==> src/rtl/iccm_port_ctrl_pkg.sv <==
// iccm_port_ctrl_pkg: shared state type and sizing helpers for the ICCM port controller
package iccm_port_ctrl_pkg;
    typedef enum logic {BOOT = 1'b0, RUN = 1'b1} iccm_state_e;
    localparam int AW_DEF = 12;
    localparam int DW_DEF = 32;
    function automatic int mask_w(input int dw);
        return dw / 8;
    endfunction
endpackage

==> src/rtl/iccm_port_ctrl_if.sv <==
// iccm_port_ctrl_if: fetch, programming and SRAM macro signals of the ICCM port controller
interface iccm_port_ctrl_if import iccm_port_ctrl_pkg::*; #(
    parameter int AW = AW_DEF,
    parameter int DW = DW_DEF
);
    logic                 f_req_i;
    logic [AW-1:0]        f_addr_i;
    logic                 f_gnt_o;
    logic [DW-1:0]        f_rdata_o;
    logic                 f_rvalid_o;
    logic                 p_req_i;
    logic [AW-1:0]        p_addr_i;
    logic [DW-1:0]        p_wdata_i;
    logic [mask_w(DW)-1:0] p_wmask_i;
    logic                 p_gnt_o;
    logic                 boot_done_i;
    logic                 fetch_en_o;
    logic                 sram_en_o;
    logic [mask_w(DW)-1:0] sram_we_o;
    logic [AW-1:0]        sram_addr_o;
    logic [DW-1:0]        sram_wdata_o;
    logic [DW-1:0]        sram_rdata_i;
    modport slave (
        input  f_req_i, f_addr_i, p_req_i, p_addr_i, p_wdata_i, p_wmask_i, boot_done_i, sram_rdata_i,
        output f_gnt_o, f_rdata_o, f_rvalid_o, p_gnt_o, fetch_en_o, sram_en_o, sram_we_o, sram_addr_o, sram_wdata_o
    );
    modport master (
        output f_req_i, f_addr_i, p_req_i, p_addr_i, p_wdata_i, p_wmask_i, boot_done_i, sram_rdata_i,
        input  f_gnt_o, f_rdata_o, f_rvalid_o, p_gnt_o, fetch_en_o, sram_en_o, sram_we_o, sram_addr_o, sram_wdata_o
    );
endinterface

==> src/rtl/iccm_port_ctrl_arb.sv <==
// iccm_port_ctrl_arb: fetch-first two-way arbiter with a saturating prog-starvation counter
module iccm_port_ctrl_arb #(
    parameter int STALL_MAX = 8
) (
    input  logic       clock,
    input  logic       reset,
    input  logic [1:0] req,
    input  logic       force_en,
    output logic [1:0] gnt
);
    localparam int CW = $clog2(STALL_MAX + 1);
    logic [CW-1:0] stall_q;
    logic starved, p_win;
    assign starved = stall_q == CW'(STALL_MAX);
    assign p_win   = req[1] & (force_en | starved | ~req[0]);
    assign gnt     = {p_win, req[0] & ~force_en & ~p_win};
    // count consecutive denied prog cycles; only meaningful while fetch may compete
    always_ff @(posedge clock) begin
        if (reset || force_en || !req[1] || gnt[1])
            stall_q <= '0;
        else if (!starved)
            stall_q <= stall_q + 1'b1;
    end
endmodule

==> src/rtl/iccm_port_ctrl.sv <==
// iccm_port_ctrl: boot/run sequencing and single-port sharing of the instruction SRAM
module iccm_port_ctrl import iccm_port_ctrl_pkg::*; #(
    parameter int AW        = AW_DEF,
    parameter int DW        = DW_DEF,
    parameter int STALL_MAX = 8,
    parameter int BOOT_HOLD = 1
) (
    input logic clock,
    input logic reset,
    iccm_port_ctrl_if.slave bus
);
    iccm_state_e   state_q, state_d;
    logic [1:0]    gnt;
    logic          rvalid_q;
    logic [AW-1:0] addr_q;
    logic [DW-1:0] wdata_q;

    iccm_port_ctrl_arb #(.STALL_MAX(STALL_MAX)) u_arb (
        .clock    (clock),
        .reset    (reset),
        .req      ({bus.p_req_i, bus.f_req_i} & {2{!reset}}),
        .force_en (state_q == BOOT),
        .gnt      (gnt)
    );

    // boot state register; reset picks the configured start state
    always_ff @(posedge clock) begin
        state_q <= reset ? (BOOT_HOLD != 0 ? BOOT : RUN) : state_d;
    end

    // leave BOOT only once the loader is done and no write is still outstanding
    always_comb begin
        state_d = state_q;
        if (state_q == BOOT && bus.boot_done_i && !bus.p_req_i)
            state_d = RUN;
    end

    assign bus.f_gnt_o      = gnt[0];
    assign bus.p_gnt_o      = gnt[1];
    assign bus.fetch_en_o   = state_q == RUN && !reset;
    assign bus.sram_en_o    = |gnt;
    assign bus.sram_we_o    = gnt[1] ? bus.p_wmask_i : '0;
    assign bus.sram_addr_o  = gnt[1] ? bus.p_addr_i : gnt[0] ? bus.f_addr_i : addr_q;
    assign bus.sram_wdata_o = gnt[1] ? bus.p_wdata_i : wdata_q;
    assign bus.f_rvalid_o   = rvalid_q && !reset;
    assign bus.f_rdata_o    = bus.f_rvalid_o ? bus.sram_rdata_i : '0;

    // read-valid tracks the macro latency; address/data hold their last driven value when idle
    always_ff @(posedge clock) begin
        rvalid_q <= !reset && gnt[0];
        addr_q   <= reset ? '0 : bus.sram_addr_o;
        wdata_q  <= reset ? '0 : bus.sram_wdata_o;
    end
endmodule

==> src/flat_wrapper.sv <==
// flat-port wrapper written by rule: the top's interface ports become plain ports
module iccm_port_ctrl_flat import iccm_port_ctrl_pkg::*;
#(
    parameter int AW        = AW_DEF,
    parameter int DW        = DW_DEF,
    parameter int STALL_MAX = 8,
    parameter int BOOT_HOLD = 1
)
  (clock, reset, bus_f_req_i, bus_f_addr_i, bus_p_req_i, bus_p_addr_i, bus_p_wdata_i, bus_p_wmask_i, bus_boot_done_i, bus_sram_rdata_i, bus_f_gnt_o, bus_f_rdata_o, bus_f_rvalid_o, bus_p_gnt_o, bus_fetch_en_o, bus_sram_en_o, bus_sram_we_o, bus_sram_addr_o, bus_sram_wdata_o);
  iccm_port_ctrl_if #(.AW(AW), .DW(DW)) bus_i ();
  input logic clock;
  input logic reset;
  input wire logic [$bits(bus_i.f_req_i)-1:0] bus_f_req_i;
  input wire logic [$bits(bus_i.f_addr_i)-1:0] bus_f_addr_i;
  input wire logic [$bits(bus_i.p_req_i)-1:0] bus_p_req_i;
  input wire logic [$bits(bus_i.p_addr_i)-1:0] bus_p_addr_i;
  input wire logic [$bits(bus_i.p_wdata_i)-1:0] bus_p_wdata_i;
  input wire logic [$bits(bus_i.p_wmask_i)-1:0] bus_p_wmask_i;
  input wire logic [$bits(bus_i.boot_done_i)-1:0] bus_boot_done_i;
  input wire logic [$bits(bus_i.sram_rdata_i)-1:0] bus_sram_rdata_i;
  output wire logic [$bits(bus_i.f_gnt_o)-1:0] bus_f_gnt_o;
  output wire logic [$bits(bus_i.f_rdata_o)-1:0] bus_f_rdata_o;
  output wire logic [$bits(bus_i.f_rvalid_o)-1:0] bus_f_rvalid_o;
  output wire logic [$bits(bus_i.p_gnt_o)-1:0] bus_p_gnt_o;
  output wire logic [$bits(bus_i.fetch_en_o)-1:0] bus_fetch_en_o;
  output wire logic [$bits(bus_i.sram_en_o)-1:0] bus_sram_en_o;
  output wire logic [$bits(bus_i.sram_we_o)-1:0] bus_sram_we_o;
  output wire logic [$bits(bus_i.sram_addr_o)-1:0] bus_sram_addr_o;
  output wire logic [$bits(bus_i.sram_wdata_o)-1:0] bus_sram_wdata_o;
  assign bus_i.f_req_i = bus_f_req_i;
  assign bus_i.f_addr_i = bus_f_addr_i;
  assign bus_i.p_req_i = bus_p_req_i;
  assign bus_i.p_addr_i = bus_p_addr_i;
  assign bus_i.p_wdata_i = bus_p_wdata_i;
  assign bus_i.p_wmask_i = bus_p_wmask_i;
  assign bus_i.boot_done_i = bus_boot_done_i;
  assign bus_i.sram_rdata_i = bus_sram_rdata_i;
  assign bus_f_gnt_o = bus_i.f_gnt_o;
  assign bus_f_rdata_o = bus_i.f_rdata_o;
  assign bus_f_rvalid_o = bus_i.f_rvalid_o;
  assign bus_p_gnt_o = bus_i.p_gnt_o;
  assign bus_fetch_en_o = bus_i.fetch_en_o;
  assign bus_sram_en_o = bus_i.sram_en_o;
  assign bus_sram_we_o = bus_i.sram_we_o;
  assign bus_sram_addr_o = bus_i.sram_addr_o;
  assign bus_sram_wdata_o = bus_i.sram_wdata_o;
  iccm_port_ctrl #(.AW(AW), .DW(DW), .STALL_MAX(STALL_MAX), .BOOT_HOLD(BOOT_HOLD)) u_core (.clock(clock), .reset(reset), .bus(bus_i));
endmodule
==> config.mk <==
export PLATFORM = sky130hd
export DESIGN_NAME = iccm_port_ctrl_flat
export DESIGN_NICKNAME = d
export VERILOG_FILES = /design/src/rtl/iccm_port_ctrl_pkg.sv /design/src/rtl/iccm_port_ctrl_if.sv /design/src/rtl/iccm_port_ctrl_arb.sv /design/src/rtl/iccm_port_ctrl.sv /design/src/flat_wrapper.sv
export SDC_FILE = /design/constraint.sdc
export NUM_CORES = 1
export LEC_CHECK = 0
export BUFFER_PORTS_ARGS = -buffer_cell sky130_fd_sc_hd__buf_4
export CORE_ASPECT_RATIO = 0.75
export CORE_UTILIZATION = 43
export CTS_CLUSTER_DIAMETER = 120
export DETAILED_ROUTE_END_ITERATION = 10
export PLACE_DENSITY_LB_ADDON = 0.15
export SYNTH_ARGS = -nofsm -noshare
export SYNTH_HDL_FRONTEND = slang
export SYNTH_SLANG_ARGS = --single-unit
==> constraint.sdc <==
create_clock -name clock -period 2.5 [get_ports clock]
set_clock_uncertainty 0.05 [all_clocks]
set_input_delay 0.375 -clock clock [delete_from_list [all_inputs] [get_ports clock]]
set_output_delay 0.375 -clock clock [all_outputs]
set_load 0.02 [all_outputs]
## Yosys cells after proc, flatten, opt, wreduce, memory -nomap -nowiden

Index checks and enable logic that the tools add are counted.

| operators by class | value |
|---|---|
| bitwise operators | 9 |
| reduce and logical (&&, ||, !) cells | 12 |
| add/subtract/negate cells | 1 |
| eq/ne operators | 1 |
| multiplexer cells | 5 |

Operators by type and width:

| operator | count |
|---|---|
| $mux 32 | 2 |
| $mux 12 | 2 |
| $logic_and 1x1->1 | 5 |
| $add 4x1->4 const B | 1 |
| $eq 4x4->1 const B | 1 |
| $mux 4 | 1 |
| $and 1x1->1 | 3 |
| $logic_not 1->1 | 3 |
| $logic_or 1x1->1 | 3 |
| $not 1->1 | 3 |
| $and 2x2->2 | 1 |
| $or 1x1->1 | 2 |
| $reduce_or 2->1 | 1 |

| word-level totals | value |
|---|---|
| word-level logic and storage cells | 33 |
| flip-flop bits (word level) | 50 |

## Depth between registers and ports, before layout

| depth | value |
|---|---|
| depth in word-level cells | 9 |
| depth in mapped cells | 7 |
| depth with buffers taken out | 6 |

## Cells and area by module

A second synthesis with hierarchy kept.

| second synthesis, totals | value |
|---|---|
| cells, all modules | 245 |
| area total of the unflattened synthesis | 2572.5 µm² |

Modules (own cells, without submodules):

| module | times used | cells each | area each (µm²) | seq. area each (µm²) |
|---|---|---|---|---|
| iccm_port_ctrl | 1 | 222 | 2348.5 | 920.9 |
| iccm_port_ctrl_arb | 1 | 23 | 224.0 | 80.1 |

## Worst setup path after synthesis

OpenSTA, ideal clock, no wires.

| path | value |
|---|---|
| path type | flip-flop to output port |
| start point | register u_core.u_arb.stall_q[0] |
| end point | output port bus_sram_addr_o[0] |
| path slack | 434 ps |
| cell stages (with the launch flop) | 8 |
| data arrival time | 1641 ps |
| required time | 2075 ps |
| path through | dfxtp_1 -> inv_1 -> ha_1 -> and3b_1 -> o21ai_2 -> buf_6 -> buf_6 -> mux2_2 |

| between the ends | value |
|---|---|
| word-level cells in the longest chain between the ends | 8 |

RTL lines:

| item | RTL line | source |
|---|---|---|
| start, declared | iccm_port_ctrl_arb.sv:12 | `logic [CW-1:0] stall_q;` |
| start signal, assigned | iccm_port_ctrl_arb.sv:22 | `stall_q <= stall_q + 1'b1;` |
| $eq 4x4->1 (*) | iccm_port_ctrl_arb.sv:14 | `assign starved = stall_q == CW'(STALL_MAX);` |
| $or 1x1->1 (*) (2 in series) | iccm_port_ctrl_arb.sv:15 | `assign p_win = req[1] & (force_en \| starved \| ~req[0]);` |
| $and 1x1->1 (*) | iccm_port_ctrl_arb.sv:15 |  |
| $not 1->1 | iccm_port_ctrl_arb.sv:16 | `assign gnt = {p_win, req[0] & ~force_en & ~p_win};` |
| $and 1x1->1 | iccm_port_ctrl_arb.sv:16 |  |
| $mux 12 | iccm_port_ctrl.sv:43 | `assign bus.sram_addr_o = gnt[1] ? bus.p_addr_i : gnt[0] ? bus.f_addr_i : addr_q;` |
| $mux 12 (*) | iccm_port_ctrl.sv:43 |  |
| end, declared | flat_wrapper.sv:28 | `output wire logic [$bits(bus_i.sram_addr_o)-1:0] bus_sram_addr_o;` |

Every way passes the cells marked *; elsewhere a longest branch is shown, timed or not.

## Worst setup path after layout

| path | value |
|---|---|
| start point | register u_core.u_arb.stall_q[0] |
| end point | output port bus_sram_wdata_o[9] |

| between the ends | value |
|---|---|
| word-level cells in the longest chain between the ends | 5 |

RTL lines:

| item | RTL line | source |
|---|---|---|
| $eq 4x4->1 | iccm_port_ctrl_arb.sv:14 |  |
| $or 1x1->1 (2 in series) | iccm_port_ctrl_arb.sv:15 |  |
| $and 1x1->1 | iccm_port_ctrl_arb.sv:15 |  |
| $mux 32 | iccm_port_ctrl.sv:44 | `assign bus.sram_wdata_o = gnt[1] ? bus.p_wdata_i : wdata_q;` |
| end, declared | flat_wrapper.sv:29 | `output wire logic [$bits(bus_i.sram_wdata_o)-1:0] bus_sram_wdata_o;` |

Every way passes these cells.

==> out/metrics.csv <==
stage,metric,value,unit
outcome,status,finished with violations,
outcome,violations,setup timing,
clocking,clock_tree.root_cell,sky130_fd_sc_hd__clkbuf_8,
sta,final_period_minus_worst_setup_slack,2520,ps
sta,setup_violations,9,
grt,grt_antenna_before_repair,0,
logic_synthesis,yosysSeqAreaShare,34.9,%
power_and_ir_drop,sw_share,29.7,%
power_and_ir_drop,share_comb_of_total_power,34.7,%
grt,grt_total_usage,24.4,%
drt,drt-vias-per-instance,5.24,
floorplan,floorplan.die.height,72.7,um
sta,rsz_0062_raised_after_global_routing,yes,
power_and_ir_drop,power_frac_seq,41.7,%
critical_path,cp-start-kind,flop,
grt,grt_pass1_wl,13200,um
logic_synthesis,number_of_enable_flip_flop_cells_after_synthesis,0,
logic_synthesis,synth_area_leader_cell,sky130_fd_sc_hd__dfxtp_1,
finish,layout-area-overhead-vs-synth,70.5,%
logic_synthesis,synth-async-reset-ratio,0,%
sta,timing.fmax,397,MHz
critical_path,critical_path_maximum_fanout,6,
grt,grt.met1_usage,30.6,%
finish,count_of_placed_standard_cells_in_the_final_layout_fillers_left_out,560,
power_and_ir_drop,net_switching_component_of_the_power,619,uW
grt,grt_pass1_vias,2760,
power_and_ir_drop,power_per_cell_area,426,mW/mm^2
placement,portBuffers,181,
placement,dp_worst_setup_slack,251,ps
floorplan,fp.coreArea,0.00638,sq mm
logic_synthesis,synth_cells,288,
power_and_ir_drop,clkPwrFrac,23.6,%
grt,gr-usage-met3,4.90,%
placement,finalWeightedCongestion,0.786,
clocking,clock_tree.htree_level_count,2,
clocking,path_clk_slew,100,ps
logic_synthesis,synth.ff_latch_count,50,
flow_run,max_cap_violations,0,
sta,final_max_slew_viol_count,0,
floorplan,fp.dieW,96.3,um
critical_path,endpoint_kind,primary output,
finish,final_core_util,76.6,%
clocking,clkLatencyLatePin,310,ps
grt,global_route.overflow_total,0,
drt,routed_wirelength,9320,um
power_and_ir_drop,leakage,2.52,nW
critical_path,critical_path_class,reg2out,
sta,final-hold-violation-count,0,
drt,number_of_optimization_iterations_in_the_first_detailed_route_pass,5,
placement,dp_hpwl,5730,um
floorplan,start_util,44.9,%
logic_synthesis,cell_area_after_technology_mapping,0.00287,sq mm
grt,grt_max_degree,44,
grt,global_route_met2_usage,43.3,%
floorplan,io_pins,182,
logic_synthesis,synth_top_area_share,34.9,%
finish,filler_cells_inserted,459,
drt,vias,2935,
critical_path,critPathRequiredTime,2080,ps
logic_synthesis,synth_area_per_cell,9.95,sq um
logic_synthesis,post-synth-top-count-cell,sky130_fd_sc_hd__dfxtp_1,
finish,post_route_cells_drive_above_1_share,56.8,%
finish,seqCellArea,0.00100,sq mm
sta,layout_worst_path_cycle_share,101,%
placement,post-place-cells,536,
power_and_ir_drop,internal-power,1.46,mW
clocking,clock_sinks,50,
drt,drtIter0Drc,81,
power_and_ir_drop,totalPowerFinal,2.08,mW
finish,layout.nets,577,
floorplan,row_cnt,25,
floorplan,die_area,0.00700,sq mm
worst_hold_path,hold_class,in2reg,
power_and_ir_drop,worst_ir_drop_vdd,0.300,mV
drt,antenna_left,0,
clocking,cts-root-to-sink-buffers,2,
logic_synthesis,mappedNetlistNets,387,
logic_synthesis,yosys_warnings,0,
logic_synthesis,synthDistinctLibCells,29,
clocking,cts_made_buffers,5,
sta,max_slew.worst_pin.slew,578,ps
critical_path,worst-endpoint-arrival,2090,ps
logic_synthesis,netlist_top_cells_count,"50 x sky130_fd_sc_hd__dfxtp_1, 46 x sky130_fd_sc_hd__mux2_2, 36 x sky130_fd_sc_hd__and2_1",
logic_synthesis,post_synth_main_area_contributors,"sky130_fd_sc_hd__dfxtp_1 35%, sky130_fd_sc_hd__mux2_2 18%, sky130_fd_sc_hd__a22o_1 9.8%, sky130_fd_sc_hd__and2_1 7.9%, sky130_fd_sc_hd__nor2b_1 7.6%",
sta,final.setup.worst_slack,-17.2,ps
finish,multiInputGateArea,0.00184,sq mm
grt,grt.busiest_layer,met2,
logic_synthesis,ys_dominant_reg_cell,sky130_fd_sc_hd__dfxtp_1,
sta,max-slew-margin-rel,61.5,%
clocking,cts_tree,built,
drt,drc,0,
drt,routed_wire_length_per_instance,16.6,um
finish,num_antenna_cells,0,
-- through the flow --
step                area, sq um  TNS, ps  hold WS, ps
finish                     4890    -95.2          233
global route               4890    -1970          229
CTS                        4750     -526          224
detailed placement         4280        0          420
global placement           4280        0          395
floorplan                  2870        0          380
-- final cells by class --
class,instances,share of cell area [%]
Clock buffer,5,1.41
Sequential cell,50,20.5
Inverter,10,0.768
Clock inverter,3,0.487
Tap cell,81,2.07
Multi-Input combinational cell,207,37.6
Timing Repair Buffer,204,37.1
-- worst paths after layout --
path / start / endpoint / slack (ps) / cells after the start
max reg2reg: u_core.u_arb.stall_q[0] / u_core.wdata_q[9] / 440 / 10
min: bus_p_wdata_i[23] / u_core.wdata_q[23] / 230 / 2
min reg2reg: u_core.u_arb.stall_q[0] / u_core.u_arb.stall_q[0] / 480 / 2
max: u_core.u_arb.stall_q[0] / bus_sram_wdata_o[9] / -20 / 9
-- logic make-up (layout without fill, tap and decap cells) --
| logic type | Yosys count | in the layout | synth area share (%) |
|---|---|---|---|
| and+or+nand+nor | 91 | 91 | 19.9 |
| AOI/OAI and AO/OA | 66 | 66 | 20.0 |
| DFF | 50 | 50 | 34.9 |
| muxes | 46 | 46 | 18.1 |
| buffers and inverters | 31 | 222 | 5.55 |
| adders and majority gates | 2 | 2 | 0.873 |
| xor gates and xnor gates | 2 | 2 | 0.611 |
-- sequential cells by signal, indices dropped and copies added (netlist names) --
name	count
u_core.state_q	1
u_core.u_arb.stall_q	4
u_core.addr_q	12
u_core.wdata_q	32
u_core.rvalid_q	1
-- worst max-delay path, stage by stage (launching register included) --
cell and delay (ps):
sky130_fd_sc_hd__dfxtp_2 350, sky130_fd_sc_hd__inv_2 40, sky130_fd_sc_hd__ha_4 150, sky130_fd_sc_hd__and3b_2 220, sky130_fd_sc_hd__o21ai_4 160, sky130_fd_sc_hd__buf_12 130
sky130_fd_sc_hd__buf_12 130, sky130_fd_sc_hd__clkbuf_16 160, sky130_fd_sc_hd__mux2_4 310, sky130_fd_sc_hd__buf_6 130
-- timing repair --
item	CTS	global route
cloned	5	2
setup endpoints to repair	41	45
hold buffers	0	0
resized for setup	49	17
pin swaps	1	2
setup buffers	7	2
-- routing by layer --
layer | part of all wire, % | routed length, um
met3 | 8.1 | 754
met1 | 41 | 3810
met2 | 50 | 4700
met4 | 0.56 | 52
met5 | 0 | 0
-- layout by cell type, fill, tap and decap left out, types with 2 or more instances in the layout --
master / synthesis / final
sky130_fd_sc_hd__mux2_2: 46 / 20
sky130_fd_sc_hd__nor2b_1: 35 / 35
sky130_fd_sc_hd__clkbuf_8: 0 / 5
sky130_fd_sc_hd__mux2_4: 0 / 26
sky130_fd_sc_hd__buf_6: 4 / 28
sky130_fd_sc_hd__o211a_1: 12 / 12
sky130_fd_sc_hd__a22o_1: 32 / 32
sky130_fd_sc_hd__a211o_1: 7 / 7
sky130_fd_sc_hd__inv_2: 1 / 3
sky130_fd_sc_hd__nand3_1: 2 / 2
sky130_fd_sc_hd__dfxtp_1: 50 / 48
sky130_fd_sc_hd__clkinvlp_4: 0 / 2
sky130_fd_sc_hd__buf_12: 0 / 3
sky130_fd_sc_hd__clkbuf_16: 0 / 2
sky130_fd_sc_hd__and2_1: 36 / 36
sky130_fd_sc_hd__or3_1: 5 / 5
sky130_fd_sc_hd__inv_1: 8 / 6
sky130_fd_sc_hd__buf_16: 0 / 4
sky130_fd_sc_hd__o221a_2: 4 / 3
sky130_fd_sc_hd__a21oi_1: 7 / 7
sky130_fd_sc_hd__nor2_1: 8 / 8
sky130_fd_sc_hd__buf_4: 0 / 166
sky130_fd_sc_hd__dfxtp_2: 0 / 2
-- power groups by stage --
stage	sequential (mW)	clock (mW)	combinational (mW)
floorplan	0.877	0	0.326
global placement	0.882	0	0.588
detailed placement	0.883	0	0.594
CTS	0.866	0.497	0.688
global route	0.873	0.532	0.764
finish	0.869	0.491	0.723
No activity file was read; power rests on OpenSTA's default activity.
